$ cat src/rtl/inst_fetch_unit.sv
// Instruction fetch unit: owns the PC, issues single-outstanding word reads to
// IROM, buffers responses and hands {pc, inst} pairs to decode. A redirect
// flushes the buffer and marks any in-flight response as stale.
module inst_fetch_unit #(
  parameter logic [31:0] RESET_PC  = 32'h1C00_0000,
  parameter int unsigned BUF_DEPTH = 2
) (
  input  logic        clk,
  input  logic        rst_n,
  output logic        imem_req,
  output logic [31:0] imem_addr,
  input  logic        imem_gnt,
  input  logic        imem_rvalid,
  input  logic [31:0] imem_rdata,
  input  logic        redirect_valid,
  input  logic [31:0] redirect_pc,
  output logic        id_valid,
  input  logic        id_ready,
  output logic [31:0] id_inst,
  output logic [31:0] id_pc
);

  localparam int unsigned PtrW = $clog2(BUF_DEPTH);
  localparam int unsigned CntW = PtrW + 1;

  typedef logic [PtrW-1:0] ptr_t;
  typedef logic [CntW-1:0] cnt_t;
  typedef logic [CntW:0]   occ_t;

  localparam occ_t DepthOcc = BUF_DEPTH[CntW:0];

  // {out_q, discard_q} encoded directly in the state value
  typedef enum logic [1:0] {
    StIdle = 2'b00,
    StWait = 2'b10,
    StDrop = 2'b11
  } state_e;

  state_e      state_q, state_d;
  logic        out_q, discard_q;
  logic [31:0] pc_q, req_pc_q;

  logic [31:0] buf_inst [BUF_DEPTH];
  logic [31:0] buf_pc   [BUF_DEPTH];
  ptr_t        wr_ptr_q, rd_ptr_q;
  cnt_t        count_q;

  logic        pop, push, accept, rsp;
  occ_t        occ;

  assign out_q     = state_q[1];
  assign discard_q = state_q[0];

  assign id_valid  = (count_q != '0);
  assign id_inst   = buf_inst[rd_ptr_q];
  assign id_pc     = buf_pc[rd_ptr_q];
  assign pop       = id_valid && id_ready;
  assign rsp       = imem_rvalid && out_q;
  assign push      = rsp && !discard_q && !redirect_valid;

  // Request only when a buffer slot remains for it after the in-flight one lands
  always_comb begin
    occ       = {1'b0, count_q} + occ_t'(out_q) - occ_t'(pop);
    imem_addr = pc_q;
    imem_req  = rst_n && !redirect_valid && (!out_q || imem_rvalid) && (occ < DepthOcc);
  end

  assign accept = imem_req && imem_gnt;

  // Outstanding/discard state register
  always_ff @(posedge clk or negedge rst_n) begin
    if (!rst_n) begin
      state_q <= StIdle;
    end else begin
      state_q <= state_d;
    end
  end

  // Next-state: redirect wins; a response retires the outstanding request
  always_comb begin
    state_d = state_q;
    if (redirect_valid) begin
      state_d = (out_q && !imem_rvalid) ? StDrop : StIdle;
    end else begin
      unique case (state_q)
        StIdle: if (accept) state_d = StWait;
        StWait,
        StDrop: if (rsp) state_d = accept ? StWait : StIdle;
        default: state_d = StIdle;
      endcase
    end
  end

  // PC and PC-of-outstanding-request tracking
  always_ff @(posedge clk or negedge rst_n) begin
    if (!rst_n) begin
      pc_q     <= RESET_PC;
      req_pc_q <= '0;
    end else begin
      if (redirect_valid) begin
        pc_q <= {redirect_pc[31:2], 2'b00};
      end else if (accept) begin
        pc_q <= pc_q + 32'd4;
      end
      if (accept) begin
        req_pc_q <= pc_q;
      end
    end
  end

  // Instruction buffer: circular FIFO, flushed on redirect
  always_ff @(posedge clk or negedge rst_n) begin
    if (!rst_n) begin
      for (int i = 0; i < BUF_DEPTH; i++) begin
        buf_inst[i] <= '0;
        buf_pc[i]   <= '0;
      end
      wr_ptr_q <= '0;
      rd_ptr_q <= '0;
      count_q  <= '0;
    end else if (redirect_valid) begin
      wr_ptr_q <= '0;
      rd_ptr_q <= '0;
      count_q  <= '0;
    end else begin
      if (push) begin
        buf_inst[wr_ptr_q] <= imem_rdata;
        buf_pc[wr_ptr_q]   <= req_pc_q;
        wr_ptr_q           <= wr_ptr_q + ptr_t'(1);
      end
      if (pop) begin
        rd_ptr_q <= rd_ptr_q + ptr_t'(1);
      end
      if (push && !pop) begin
        count_q <= count_q + cnt_t'(1);
      end else if (pop && !push) begin
        count_q <= count_q - cnt_t'(1);
      end
    end
  end

endmodule

$ cat config.mk
export PLATFORM = sky130hd
export DESIGN_NAME = inst_fetch_unit
export DESIGN_NICKNAME = d
export VERILOG_FILES = /design/src/rtl/inst_fetch_unit.sv
export SDC_FILE = /design/constraint.sdc
export NUM_CORES = 1
export LEC_CHECK = 0
export BUFFER_PORTS_ARGS = -buffer_cell sky130_fd_sc_hd__clkbuf_2
export CORE_MARGIN = 2
export CORE_UTILIZATION = 53
export CTS_BUF_LIST = sky130_fd_sc_hd__clkbuf_16
export CTS_CLUSTER_SIZE = 14
export DETAILED_ROUTE_END_ITERATION = 6
export PLACE_DENSITY = 0.77
export SLEW_MARGIN = 0
export SYNTH_ARGS = -nofsm -noshare
export SYNTH_HDL_FRONTEND = slang
export SYNTH_SLANG_ARGS = --single-unit
$ cat constraint.sdc
create_clock -name clk -period 3.4 [get_ports clk]
set_input_delay 0.17 -clock clk [delete_from_list [all_inputs] [get_ports clk]]
set_output_delay 0.17 -clock clk [all_outputs]
set_load 0.03 [all_outputs]
==> results.toml <==
[synth]
netlist_area_mm2 = 0.00871
ys_async_sr_fraction = 1.00
synth_edf_count = 0
syn_area_per_cell_um2 = 12.3
syn_inst = 711
synth_seq_cells = 190
ys_types = 52
ys.flop_type = "dfrtp_1"
ys_warn_count = 0
synth_seq_area_share = 0.546

[critical_path]
endpoint_kind = "flip-flop"
path_class = "flip-flop to flip-flop"
setup.worst_path.start_class = "flip-flop"
r2r_cells = 11
critPathRequiredTime_ns = 3.70
crit_path_max_fanout = 22
crit_arrival_ns = 3.45

[sta]
fmax_mhz = 317
min_period_ns = 3.15
final.setup_skew_ns = 0.0118
finalHoldViolCount = 0
period_share = 0.927
finalSetupViolCount = 0
holdWs_ns = 0.0258
tns_ns = 0
drv_slew = 0
setup_ws_ns = 0.250
tightest_slew_ns = 0.931
rsz0062_at_grt = "false"
slew_headroom = 0.379

[global_routing]
grt_usage = 0.236
grt_overflow_total = 0
grt_pass1_vias = 6491
grt_max_degree = 73
grt_first_pass_wirelength_um = 33200
antenna_found_initial = 0

[routing]
avgViaCountPerCell = 5.47
first_iter_violations = 346
vias = 6313
met2_length_um = 9070
drt-total-wl_um = 19200
detail-route-antenna-nets = 0
wl_per_cell_um = 16.7
firstDrtPassIters = 5
met3_wirelength_um = 961
dr.max_layer_used = "met4"
wl_met1_um = 8880
post-route-drc-count = 0

[clocking]
cts_sinks = 190
clk_pin_slew_ns = 0.07
cts_tree = "yes"
ctsHtreeMaxLevel = 4
clk_latency_ns = 0.43
cts_made_buffers = 17
clock_path_buffers = 2
clockRootBuffer = "clkbuf_16"
post-cts-setup-buffers = 0

[final_layout]
antenna_cells = 0
final_cell_mix = "mux2_2 (187), dfrtp_1 (186), clkbuf_2 (160)"
fillers = 1188
drive_gt1_frac = 0.440
multiInputGateArea_mm2 = 0.00372
nets = 998
final_common_cell = "mux2_2"
area_growth_syn_to_layout_pct = 25.1
seqCellArea_mm2 = 0.00476

[hold_path]
holdPathStages = 3
hold_class = "input pin to flip-flop"

[place]
place_congestion = 0.840
dp_slack_ns = 0.221
dp_hpwl_um = 12100
io_buffers = 161

[floorplan]
die_w_um = 132
initial_utilization = 0.544
ios = 168
fp.dieH_um = 132
core_area_mm2 = 0.0160
rows = 46
dieArea_mm2 = 0.0175

[run_status]
status = "complete, no violations"

[power]
p_leak_nw = 5.39
power.density_mw_per_mm2 = 671
ir_drop_mv = 0.407

[run]
max_cap_viol_count = 0
-- stage by stage --
step	total power [W]	area, µm²	utilization	instances
floorplan	0.00462	8720	-	714
global placement	0.00521	9690	0.606	1062
detailed placement	0.00527	9690	0.606	1062
CTS	0.00736	10900	0.681	1154
global route	0.00770	10900	0.681	1154
finish	0.00731	10900	0.681	1154
-- area by class of cell --
type | instances | share of cell area
clock buffer | 17 | 0.0390
clock inverter | 15 | 0.0160
inverter | 5 | 0.00172
multi-input combinational | 477 | 0.342
sequential | 190 | 0.437
tap | 216 | 0.0248
timing repair buffer | 234 | 0.140
-- critical path, cell delays in order, from the launching register on --
cell and delay (ns):
dfrtp_1 0.42, o21ai_0 0.28, inv_1 0.12, ha_1 0.28
nand2b_1 0.15, fa_1 0.55, nand4b_4 0.13, nor3_4 0.20
buf_4 0.30, nand4_2 0.25, o21ai_0 0.23, o211ai_1 0.11
-- synthesized netlist by cell type (all sizes together), types with 4 or more instances --
| cell type | instances | area (µm²) |
|---|---|---|
| or3 | 4 | 25.0 |
| o211ai | 7 | 52.6 |
| nor2 | 14 | 60.1 |
| dfrtp | 187 | 4680 |
| mux2 | 187 | 2110 |
| nand2b | 5 | 31.3 |
| nand3 | 19 | 95.1 |
| nand4 | 15 | 128 |
| xnor2 | 4 | 35.0 |
| a21oi | 5 | 25.0 |
| o21ai | 29 | 145 |
| o311ai | 8 | 70.1 |
| nor2b | 11 | 68.8 |
| nand2 | 124 | 468 |
| clkbuf | 8 | 30.0 |
| inv | 5 | 18.8 |
| nor3 | 5 | 30.0 |
| xor2 | 4 | 35.0 |
| buf | 34 | 210 |
-- logic make-up after synthesis --
logic type	count (synthesis)	synth area share
simple gates	212	0.122
mux	188	0.243
compound gates	62	0.0457
buf+inv	47	0.0297
fa+ha+maj	3	0.00517
xor+xnor	8	0.00804
other cells	1	0.000430
flops	190	0.546
-- report_power, final --
group / leakage (nW) / internal [W] / switching [W]
registers: 2.47 / 0.00275 / 0.000319
clock network: 0.287 / 0.00111 / 0.000909
logic: 2.63 / 0.000902 / 0.00132
total: 5.39 / 0.00476 / 0.00255
-- repair_timing --
item                       in CTS  in global routing
hold buffers                   60                  0
setup endpoints to repair       0                  5
hold endpoints to repair      139                  0
gates resized for setup         0                  1
-- final timing paths --
| check | startpoint | endpoint | slack [ns] |
|---|---|---|---|
| setup / recovery | count_q[0] | imem_addr[24] | 0.25 |
| hold / removal | redirect_pc[20] | imem_addr[20] | 0.03 |
| setup reg to reg | count_q[0] | imem_addr[24] | 0.25 |
| hold reg to reg | req_pc_q[18] | req_pc_q[18] | 0.50 |
| max in group asynchronous | rst_n | rd_ptr_q | 1.86 |
| min in group asynchronous | rst_n | buf_inst[60] | 0.25 |
-- state kept, by name (all words and copies together), names as in the netlist --
name and flops:
buf_inst 64, rd_ptr_q 1, req_pc_q 30, count_q 2, buf_pc 60, wr_ptr_q 1, imem_addr 30, state_q 2
-- routing by layer --
metal	vias up	GRT usage
li1	2934	-
met1	3143	0.326
met3	23	0.0488
met4	0	0.0669
met5	-	0
met2	213	0.381
(Power assumes the default switching activity.)
